[src/rtl/riscv_pkg.sv]
// Shared RISC-V datapath types: operand widths and the ALU operation code.
package riscv_pkg;

    localparam int XLEN       = 32;
    localparam int REG_ADDR_W = 5;

    typedef enum logic [3:0] {
        ALU_ADD  = 4'd0,
        ALU_SUB  = 4'd1,
        ALU_SLL  = 4'd2,
        ALU_SRL  = 4'd3,
        ALU_SRA  = 4'd4,
        ALU_AND  = 4'd5,
        ALU_OR   = 4'd6,
        ALU_XOR  = 4'd7,
        ALU_SLT  = 4'd8,
        ALU_SLTU = 4'd9
    } alu_op_e;

endpackage

[src/rtl/idex_shift_stage_if.sv]
// ID/EX boundary bundle: decode handshake and fields, MEM/WB writeback sources, EX handshake and outputs.
interface idex_shift_stage_if;
    import riscv_pkg::*;

    logic                  i_id_valid;
    logic                  o_id_ready;
    logic [XLEN-1:0]       i_id_rs1_data;
    logic [XLEN-1:0]       i_id_rs2_data;
    logic [XLEN-1:0]       i_id_imm;
    logic [REG_ADDR_W-1:0] i_id_rs1_addr;
    logic [REG_ADDR_W-1:0] i_id_rs2_addr;
    logic [REG_ADDR_W-1:0] i_id_rd_addr;
    logic                  i_id_use_imm;
    alu_op_e               i_id_alu_op;

    logic                  i_mem_rd_wren;
    logic [REG_ADDR_W-1:0] i_mem_rd_addr;
    logic [XLEN-1:0]       i_mem_rd_data;
    logic                  i_wb_rd_wren;
    logic [REG_ADDR_W-1:0] i_wb_rd_addr;
    logic [XLEN-1:0]       i_wb_rd_data;

    logic                  i_flush;
    logic                  o_ex_valid;
    logic                  i_ex_ready;
    logic [XLEN-1:0]       o_ex_operand_a;
    logic [XLEN-1:0]       o_ex_operand_b;
    logic [4:0]            o_ex_shamt;
    logic [REG_ADDR_W-1:0] o_ex_rd_addr;
    alu_op_e               o_ex_alu_op;

    modport master (
        output i_id_valid, i_id_rs1_data, i_id_rs2_data, i_id_imm,
               i_id_rs1_addr, i_id_rs2_addr, i_id_rd_addr, i_id_use_imm, i_id_alu_op,
               i_mem_rd_wren, i_mem_rd_addr, i_mem_rd_data,
               i_wb_rd_wren, i_wb_rd_addr, i_wb_rd_data,
               i_flush, i_ex_ready,
        input  o_id_ready, o_ex_valid, o_ex_operand_a, o_ex_operand_b,
               o_ex_shamt, o_ex_rd_addr, o_ex_alu_op
    );

    modport slave (
        input  i_id_valid, i_id_rs1_data, i_id_rs2_data, i_id_imm,
               i_id_rs1_addr, i_id_rs2_addr, i_id_rd_addr, i_id_use_imm, i_id_alu_op,
               i_mem_rd_wren, i_mem_rd_addr, i_mem_rd_data,
               i_wb_rd_wren, i_wb_rd_addr, i_wb_rd_data,
               i_flush, i_ex_ready,
        output o_id_ready, o_ex_valid, o_ex_operand_a, o_ex_operand_b,
               o_ex_shamt, o_ex_rd_addr, o_ex_alu_op
    );

endinterface

[src/rtl/idex_shift_stage_fwd_sel.sv]
// Three-way operand forwarding select: MEM beats WB beats the held register; x0 never forwards.
module fwd_sel
    import riscv_pkg::*;
(
    input  logic [REG_ADDR_W-1:0] rs_addr,
    input  logic [XLEN-1:0]       reg_val,
    input  logic                  mem_wren,
    input  logic [REG_ADDR_W-1:0] mem_addr,
    input  logic [XLEN-1:0]       mem_data,
    input  logic                  wb_wren,
    input  logic [REG_ADDR_W-1:0] wb_addr,
    input  logic [XLEN-1:0]       wb_data,
    output logic [XLEN-1:0]       val,
    output logic                  hit
);

    logic mem_hit;
    logic wb_hit;

    always_comb begin
        mem_hit = mem_wren && (rs_addr != '0) && (mem_addr == rs_addr);
        wb_hit  = wb_wren  && (rs_addr != '0) && (wb_addr  == rs_addr);
        hit     = mem_hit || wb_hit;
        val     = reg_val;
        if (mem_hit) begin
            val = mem_data;
        end else if (wb_hit) begin
            val = wb_data;
        end
    end

endmodule

[src/rtl/idex_shift_stage.sv]
// Single-entry ID/EX pipeline register with operand forwarding and stall refresh.
// Build option: define EX_FWD_EN to enable MEM/WB forwarding; undefined, operands come straight from the held registers.
module idex_shift_stage
    import riscv_pkg::*;
(
    input  logic               i_clk,
    input  logic               i_rst_n,
    idex_shift_stage_if.slave  bus
);

`ifdef EX_FWD_EN
    localparam bit FWD_EN = 1'b1;
`else
    localparam bit FWD_EN = 1'b0;
`endif

    logic                  ex_valid_q, ex_valid_d;
    logic [XLEN-1:0]       opa_q, opa_d;
    logic [XLEN-1:0]       opb_q, opb_d;
    logic [REG_ADDR_W-1:0] rs1_addr_q, rs1_addr_d;
    logic [REG_ADDR_W-1:0] rs2_addr_q, rs2_addr_d;
    logic [REG_ADDR_W-1:0] rd_addr_q, rd_addr_d;
    logic                  use_imm_q, use_imm_d;
    alu_op_e               alu_op_q, alu_op_d;

    logic                  id_ready;
    logic                  load;
    logic                  mem_wren_a, wb_wren_a, mem_wren_b, wb_wren_b;
    logic [XLEN-1:0]       fwd_a_val, fwd_b_val;
    logic                  hit_a, hit_b;

    assign id_ready = !ex_valid_q || bus.i_ex_ready;
    assign load     = bus.i_id_valid && id_ready && !bus.i_flush;

    // An immediate in operand B has no register source, so B never forwards then.
    assign mem_wren_a = FWD_EN && bus.i_mem_rd_wren;
    assign wb_wren_a  = FWD_EN && bus.i_wb_rd_wren;
    assign mem_wren_b = mem_wren_a && !use_imm_q;
    assign wb_wren_b  = wb_wren_a  && !use_imm_q;

    fwd_sel u_fwd_a (
        .rs_addr  (rs1_addr_q),
        .reg_val  (opa_q),
        .mem_wren (mem_wren_a),
        .mem_addr (bus.i_mem_rd_addr),
        .mem_data (bus.i_mem_rd_data),
        .wb_wren  (wb_wren_a),
        .wb_addr  (bus.i_wb_rd_addr),
        .wb_data  (bus.i_wb_rd_data),
        .val      (fwd_a_val),
        .hit      (hit_a)
    );

    fwd_sel u_fwd_b (
        .rs_addr  (rs2_addr_q),
        .reg_val  (opb_q),
        .mem_wren (mem_wren_b),
        .mem_addr (bus.i_mem_rd_addr),
        .mem_data (bus.i_mem_rd_data),
        .wb_wren  (wb_wren_b),
        .wb_addr  (bus.i_wb_rd_addr),
        .wb_data  (bus.i_wb_rd_data),
        .val      (fwd_b_val),
        .hit      (hit_b)
    );

    always_comb begin
        ex_valid_d = ex_valid_q;
        opa_d      = opa_q;
        opb_d      = opb_q;
        rs1_addr_d = rs1_addr_q;
        rs2_addr_d = rs2_addr_q;
        rd_addr_d  = rd_addr_q;
        use_imm_d  = use_imm_q;
        alu_op_d   = alu_op_q;
        if (bus.i_flush) begin
            ex_valid_d = 1'b0;
        end else if (load) begin
            ex_valid_d = 1'b1;
            opa_d      = bus.i_id_rs1_data;
            opb_d      = bus.i_id_use_imm ? bus.i_id_imm : bus.i_id_rs2_data;
            rs1_addr_d = bus.i_id_rs1_addr;
            rs2_addr_d = bus.i_id_rs2_addr;
            rd_addr_d  = bus.i_id_rd_addr;
            use_imm_d  = bus.i_id_use_imm;
            alu_op_d   = bus.i_id_alu_op;
        end else if (ex_valid_q && bus.i_ex_ready) begin
            ex_valid_d = 1'b0;
        end else if (ex_valid_q && FWD_EN) begin
            // Stalled: latch any forwarded value so it survives the producer retiring.
            if (hit_a) opa_d = fwd_a_val;
            if (hit_b) opb_d = fwd_b_val;
        end
    end

    // ID -> EX register boundary
    always_ff @(posedge i_clk) begin
        if (!i_rst_n) begin
            ex_valid_q <= 1'b0;
            opa_q      <= '0;
            opb_q      <= '0;
            rs1_addr_q <= '0;
            rs2_addr_q <= '0;
            rd_addr_q  <= '0;
            use_imm_q  <= 1'b0;
            alu_op_q   <= ALU_ADD;
        end else begin
            ex_valid_q <= ex_valid_d;
            opa_q      <= opa_d;
            opb_q      <= opb_d;
            rs1_addr_q <= rs1_addr_d;
            rs2_addr_q <= rs2_addr_d;
            rd_addr_q  <= rd_addr_d;
            use_imm_q  <= use_imm_d;
            alu_op_q   <= alu_op_d;
        end
    end

    assign bus.o_id_ready     = id_ready;
    assign bus.o_ex_valid     = ex_valid_q;
    assign bus.o_ex_operand_a = fwd_a_val;
    assign bus.o_ex_operand_b = fwd_b_val;
    assign bus.o_ex_shamt     = fwd_b_val[4:0];
    assign bus.o_ex_rd_addr   = rd_addr_q;
    assign bus.o_ex_alu_op    = alu_op_q;

endmodule

[src/flat_wrapper.sv]
// flat-port wrapper written by rule: the top's interface ports become plain ports
module idex_shift_stage_flat import riscv_pkg::*;
  (i_clk, i_rst_n, bus_i_id_valid, bus_i_id_rs1_data, bus_i_id_rs2_data, bus_i_id_imm, bus_i_id_rs1_addr, bus_i_id_rs2_addr, bus_i_id_rd_addr, bus_i_id_use_imm, bus_i_id_alu_op, bus_i_mem_rd_wren, bus_i_mem_rd_addr, bus_i_mem_rd_data, bus_i_wb_rd_wren, bus_i_wb_rd_addr, bus_i_wb_rd_data, bus_i_flush, bus_i_ex_ready, bus_o_id_ready, bus_o_ex_valid, bus_o_ex_operand_a, bus_o_ex_operand_b, bus_o_ex_shamt, bus_o_ex_rd_addr, bus_o_ex_alu_op);
  idex_shift_stage_if bus_i ();
  input  logic i_clk;
  input  logic i_rst_n;
  input wire logic [$bits(bus_i.i_id_valid)-1:0] bus_i_id_valid;
  input wire logic [$bits(bus_i.i_id_rs1_data)-1:0] bus_i_id_rs1_data;
  input wire logic [$bits(bus_i.i_id_rs2_data)-1:0] bus_i_id_rs2_data;
  input wire logic [$bits(bus_i.i_id_imm)-1:0] bus_i_id_imm;
  input wire logic [$bits(bus_i.i_id_rs1_addr)-1:0] bus_i_id_rs1_addr;
  input wire logic [$bits(bus_i.i_id_rs2_addr)-1:0] bus_i_id_rs2_addr;
  input wire logic [$bits(bus_i.i_id_rd_addr)-1:0] bus_i_id_rd_addr;
  input wire logic [$bits(bus_i.i_id_use_imm)-1:0] bus_i_id_use_imm;
  input wire logic [$bits(bus_i.i_id_alu_op)-1:0] bus_i_id_alu_op;
  input wire logic [$bits(bus_i.i_mem_rd_wren)-1:0] bus_i_mem_rd_wren;
  input wire logic [$bits(bus_i.i_mem_rd_addr)-1:0] bus_i_mem_rd_addr;
  input wire logic [$bits(bus_i.i_mem_rd_data)-1:0] bus_i_mem_rd_data;
  input wire logic [$bits(bus_i.i_wb_rd_wren)-1:0] bus_i_wb_rd_wren;
  input wire logic [$bits(bus_i.i_wb_rd_addr)-1:0] bus_i_wb_rd_addr;
  input wire logic [$bits(bus_i.i_wb_rd_data)-1:0] bus_i_wb_rd_data;
  input wire logic [$bits(bus_i.i_flush)-1:0] bus_i_flush;
  input wire logic [$bits(bus_i.i_ex_ready)-1:0] bus_i_ex_ready;
  output wire logic [$bits(bus_i.o_id_ready)-1:0] bus_o_id_ready;
  output wire logic [$bits(bus_i.o_ex_valid)-1:0] bus_o_ex_valid;
  output wire logic [$bits(bus_i.o_ex_operand_a)-1:0] bus_o_ex_operand_a;
  output wire logic [$bits(bus_i.o_ex_operand_b)-1:0] bus_o_ex_operand_b;
  output wire logic [$bits(bus_i.o_ex_shamt)-1:0] bus_o_ex_shamt;
  output wire logic [$bits(bus_i.o_ex_rd_addr)-1:0] bus_o_ex_rd_addr;
  output wire logic [$bits(bus_i.o_ex_alu_op)-1:0] bus_o_ex_alu_op;
  assign bus_i.i_id_valid = bus_i_id_valid;
  assign bus_i.i_id_rs1_data = bus_i_id_rs1_data;
  assign bus_i.i_id_rs2_data = bus_i_id_rs2_data;
  assign bus_i.i_id_imm = bus_i_id_imm;
  assign bus_i.i_id_rs1_addr = bus_i_id_rs1_addr;
  assign bus_i.i_id_rs2_addr = bus_i_id_rs2_addr;
  assign bus_i.i_id_rd_addr = bus_i_id_rd_addr;
  assign bus_i.i_id_use_imm = bus_i_id_use_imm;
  assign bus_i.i_id_alu_op = bus_i_id_alu_op;
  assign bus_i.i_mem_rd_wren = bus_i_mem_rd_wren;
  assign bus_i.i_mem_rd_addr = bus_i_mem_rd_addr;
  assign bus_i.i_mem_rd_data = bus_i_mem_rd_data;
  assign bus_i.i_wb_rd_wren = bus_i_wb_rd_wren;
  assign bus_i.i_wb_rd_addr = bus_i_wb_rd_addr;
  assign bus_i.i_wb_rd_data = bus_i_wb_rd_data;
  assign bus_i.i_flush = bus_i_flush;
  assign bus_i.i_ex_ready = bus_i_ex_ready;
  assign bus_o_id_ready = bus_i.o_id_ready;
  assign bus_o_ex_valid = bus_i.o_ex_valid;
  assign bus_o_ex_operand_a = bus_i.o_ex_operand_a;
  assign bus_o_ex_operand_b = bus_i.o_ex_operand_b;
  assign bus_o_ex_shamt = bus_i.o_ex_shamt;
  assign bus_o_ex_rd_addr = bus_i.o_ex_rd_addr;
  assign bus_o_ex_alu_op = bus_i.o_ex_alu_op;
  idex_shift_stage u_core (.i_clk(i_clk), .i_rst_n(i_rst_n), .bus(bus_i));
endmodule
[config.mk]
export PLATFORM = sky130hd
export DESIGN_NAME = idex_shift_stage_flat
export DESIGN_NICKNAME = d
export VERILOG_FILES = /design/src/rtl/riscv_pkg.sv /design/src/rtl/idex_shift_stage_if.sv /design/src/rtl/idex_shift_stage_fwd_sel.sv /design/src/rtl/idex_shift_stage.sv /design/src/flat_wrapper.sv
export SDC_FILE = /design/constraint.sdc
export NUM_CORES = 1
export LEC_CHECK = 0
export CORE_ASPECT_RATIO = 1.4
export CORE_MARGIN = 5
export CORE_UTILIZATION = 38
export DETAILED_ROUTE_END_ITERATION = 10
export GPL_TIMING_DRIVEN = 0
export PLACE_DENSITY_LB_ADDON = 0.3
export SYNTH_ARGS = -nofsm -noshare
export SYNTH_HDL_FRONTEND = slang
export SYNTH_HIERARCHICAL = 1
export SYNTH_SLANG_ARGS = --single-unit
[constraint.sdc]
create_clock -name i_clk -period 3.81 [get_ports i_clk]
set_input_delay 0.9525 -clock i_clk [delete_from_list [all_inputs] [get_ports i_clk]]
set_output_delay 0.9525 -clock i_clk [all_outputs]
set_load 0.005 [all_outputs]
# Word level (Yosys, flattened, before mapping)
# Cells that the tools add are included.
[totals] regBits=74 in_bits=197 output_inout_bits=80 word_cells=19
[classes] mux=3 bitwise=2 reduce_logical=9
[op_table] operator="32-bit 2-to-1 mux" count=1
[op_table] operator="1-bit logical AND" count=3
[op_table] operator="1-bit logical NOT" count=2
[op_table] operator="1-bit 2-to-1 mux" count=2
[op_table] operator="1-bit NOT" count=2
[op_table] operator="2-bit AND reduction" count=1
[op_table] operator="2-bit nonzero test" count=1
[op_table] operator="2-bit OR reduction" count=1
[op_table] operator="1-bit logical OR" count=1

# Logic depth before layout (Yosys ltp)
[depth] ltp_word=5 mapped_depth=7 depth_no_buf=4

# Cells and area by module
# Netlist, hierarchy kept.
[by_module_without_submodules] mod="idex_shift_stage" instances=1 cells_per_inst=392 area_per_inst_um2=3537.1 seq_area_each_um2=1681.6
[by_module_without_submodules] mod="fwd_sel" instances=2 cells_per_inst=170 area_per_inst_um2=984.7 seq_area_each_um2=0.0

# Least setup slack after synthesis
# Ideal clock, no wire load.
[synth_path] kind="input -> output" start="input port bus_i_ex_ready" end="output port bus_o_id_ready" arrival_time_ns=1.545 required_ns=2.858 setup_slack_ns=1.312 stages=5 path_buffers=3 cell_sequence="nor2b_1 -> buf_6 -> clkinv_2 -> buf_6 -> buf_4"
[synth_between] elab_chain_cells=1
[synth_lines] item="from (decl)" line="flat_wrapper.sv:23" rtl="input wire logic [$bits(bus_i.i_ex_ready)-1:0] bus_i_ex_ready;"
[synth_lines] item="1-bit logical OR" line="idex_shift_stage.sv:32" rtl="assign id_ready = !ex_valid_q || bus.i_ex_ready;"
[synth_lines] item="to (decl)" line="flat_wrapper.sv:24" rtl="output wire logic [$bits(bus_i.o_id_ready)-1:0] bus_o_id_ready;"
# Every way passes these cells.

# Final worst setup path
# Same ends and word-level chain as after synthesis.

==> out/qor.yml <==
floorplanning:
  core_region_area_um2: 14300
  die_w_um: 112
  core.rowCount: 52
  fp.dieH_um: 152
  die_area_um2: 17000
  start_util_pct: 38.4
  i_o_pin_count: 277
finish:
  ff_latch_area_um2: 1680
  antenna-diode-count: 0
  multi_input_area_um2: 3270
  final_nets: 1216
  design_area_um2: 8810
  fillerInstances: 1345
  drive_gt1_share_pct: 8.11
  area_delta_synth_final_pct: 60.3
setup_path:
  critical-path-slowest-cell: "sky130_fd_sc_hd__clkdlybuf4s50_1"
  worst_setup_path_startpoint: "bus_i_ex_ready"
  cp_data_arrival_time_ns: 2.52
  setup.worst_path.start_class: "primary input"
  timing.critical_path.cells: "clkdlybuf4s50_1 -> nor2b_1 -> buf_6 -> clkinv_2 -> buf_6 -> buf_4 -> clkdlybuf4s50_1"
  timing.setup.critical_path_class: "primary input to output port"
  slowest_delay_ns: 0.45
  critical_path_required_ns: 2.86
  r2r-start: "u_core/bus.o_ex_valid$_SDFFE_PP0P_"
  crit_path_max_fanout: 10
  end_kind: "output port"
power_and_ir_drop:
  share_clk_of_total_power_pct: 36.3
  report.power.total_w: 0.00265
  power-per-cell-area_nw_per_um2: 301
  power.switching_w: 0.000725
  ir_worst_vdd_v: 0.000200
  power.share.sequential_pct: 36.2
  comb_power_share_pct: 27.5
  swShare_pct: 27.4
  internal_power_w: 0.00192
  leakage_nw: 2.92
clocking:
  cts_tree: "done"
  clockRootBuffer: "sky130_fd_sc_hd__clkbuf_16"
  cts_resized: 0
  cts_buffers: 9
  clk_path_buf_depth: 2
  cts_setup_buffers: 0
  worstSkewPairLatency_ns: 0.34
  htree_levels: 3
  cts-hold-fix-buffers: 0
  worst_setup_hold_path_clk_slew_ns: 0.07
  clock-sinks: 84
run_status:
  run_status: "complete, no violations"
run:
  timing.max_cap.violations: 0
detailed_routing:
  route.detailed.vias_per_inst: 5.61
  routed_wl_um: 23300
  first_iter_violations: 488
  via_count: 6808
  wl_per_cell_um: 19.2
  antenna_violating_nets_post_route: 0
  drt-pass1-iter-count: 5
  remaining_drc_errors: 0
placement:
  placer_congestion_estimate: 0.858
  dpl.hpwl_um: 18300
  worst_slack_after_detailed_placement_ns: 0.335
  io_buffers: 273
  post_dp_cell_area_um2: 8480
sta:
  tns_ns: 0
  final.hold.worst_slack_ns: 0.477
  postLayoutSetupSlackWorst_ns: 0.335
  timing.max_slew.rel_slack_pct: 53.3
  achievable_clock_frequency_mhz: 288
  finalSetupViolCount: 0
  worstMarginPinSlew_ns: 0.700
  timing_max_transition_violations_final: 0
  unrepaired_setup_endpoints_after_global_routing: "no"
  hold_violations: 0
  worst_clock_skew_ns: 0.00430
  final.min_clock_period_ns: 3.48
  finalCritPeriodShare_pct: 91.2
grt:
  grt.total_usage_pct: 26.0
  antenna_found_initial: 1
  grt_start_max_net_pins: 15
  via_count_of_the_first_global_routing_pass: 6647
  grt_pass1_wl_um: 36100
  grt.overflow.total: 0
synth:
  netlist_instances: 730
  synth.cell_area_um2: 5500
  synth_warn: 6
  syn-mean-instance-area_um2: 7.53
hold_path:
  holdCritStartpoint: "u_core/opa_q[1]$_SDFFE_PN0P_"
  min_path_type: "flip-flop to flip-flop"
## per-layer routing
metal / vias to the layer above / global-route usage, % / part of all wire [%]
li1: 3322 / - / -
met1: 3141 / 31.2 / 40
met3: 42 / 6.32 / 7.4
met2: 301 / 45.3 / 50
met5: - / 0 / 0.056
met4: 2 / 8.64 / 2.8
## metrics by stage
step,cells,utilization (%)
3_5_place_dp,1197,59.3
2_1_floorplan,735,-
3_3_place_gp,1197,59.3
5_1_grt,1213,61.6
4_1_cts,1213,61.6
6_report,1213,61.6
## worst max-delay path: cells and delay by family
| family | cells | cell delay (ns) |
|---|---|---|
| buffers and inverters | 6 | 1.42 |
| and+or+nand+nor | 1 | 0.14 |
## power groups by stage
stage	Combinational [W]	Sequential, W	Clock, W
5_1_grt	0.000783	0.000964	0.00101
3_5_place_dp	0.000707	0.000978	0
6_report	0.000729	0.000959	0.000960
2_1_floorplan	0.000308	0.000968	0
4_1_cts	0.000710	0.000959	0.000965
3_3_place_gp	0.000702	0.000976	0
## layout make-up
type | instances | share of cell area, %
clock inverters | 6 | 0.994
inverters | 2 | 0.0994
clock buffers | 10 | 2.71
well taps | 189 | 2.68
multi-input cells | 553 | 37.2
flip-flops and latches | 84 | 19.1
plain buffers | 96 | 6.25
repair buffers | 273 | 31.0
## placed cells by master (no fill, tap or decap), types with 3 or more instances in the layout
cell and instances:
sky130_fd_sc_hd__dfxtp_1 84, sky130_fd_sc_hd__nand4_1 4, sky130_fd_sc_hd__clkbuf_1 43, sky130_fd_sc_hd__nand3_1 115
sky130_fd_sc_hd__clkdlybuf4s50_1 273, sky130_fd_sc_hd__a31oi_1 64, sky130_fd_sc_hd__a211oi_1 26, sky130_fd_sc_hd__a211oi_2 6
sky130_fd_sc_hd__a21oi_1 83, sky130_fd_sc_hd__clkinvlp_4 3, sky130_fd_sc_hd__nor3_1 65, sky130_fd_sc_hd__buf_6 11
sky130_fd_sc_hd__o21ai_1 56, sky130_fd_sc_hd__o21ai_0 59, sky130_fd_sc_hd__buf_4 21, sky130_fd_sc_hd__xnor2_1 20
sky130_fd_sc_hd__clkbuf_16 9, sky130_fd_sc_hd__buf_2 20, sky130_fd_sc_hd__conb_1 6, sky130_fd_sc_hd__mux2i_1 32
## worst paths after layout
kind / to / slack, ns / depth (start not counted)
hold / removal: u_core/opa_q[1]$_SDFFE_PN0P_ / 0.48 / 2
setup reg to reg: u_core/opa_q[12]$_SDFFE_PN0P_ / 2.33 / 5
hold reg to reg: u_core/opa_q[1]$_SDFFE_PN0P_ / 0.48 / 2
setup / recovery: bus_o_id_ready / 0.33 / 7
## state kept, by name, indices dropped and copies added, names as in the netlist
signal,count
u_core/bus.o_ex_alu_op,4
u_core/bus.o_ex_rd_addr,5
u_core/bus.o_ex_valid,1
u_core/opa_q,32
u_core/opb_q,32
u_core/rs1_addr_q,5
u_core/rs2_addr_q,5
No activity file was read; power rests on OpenSTA's default activity.
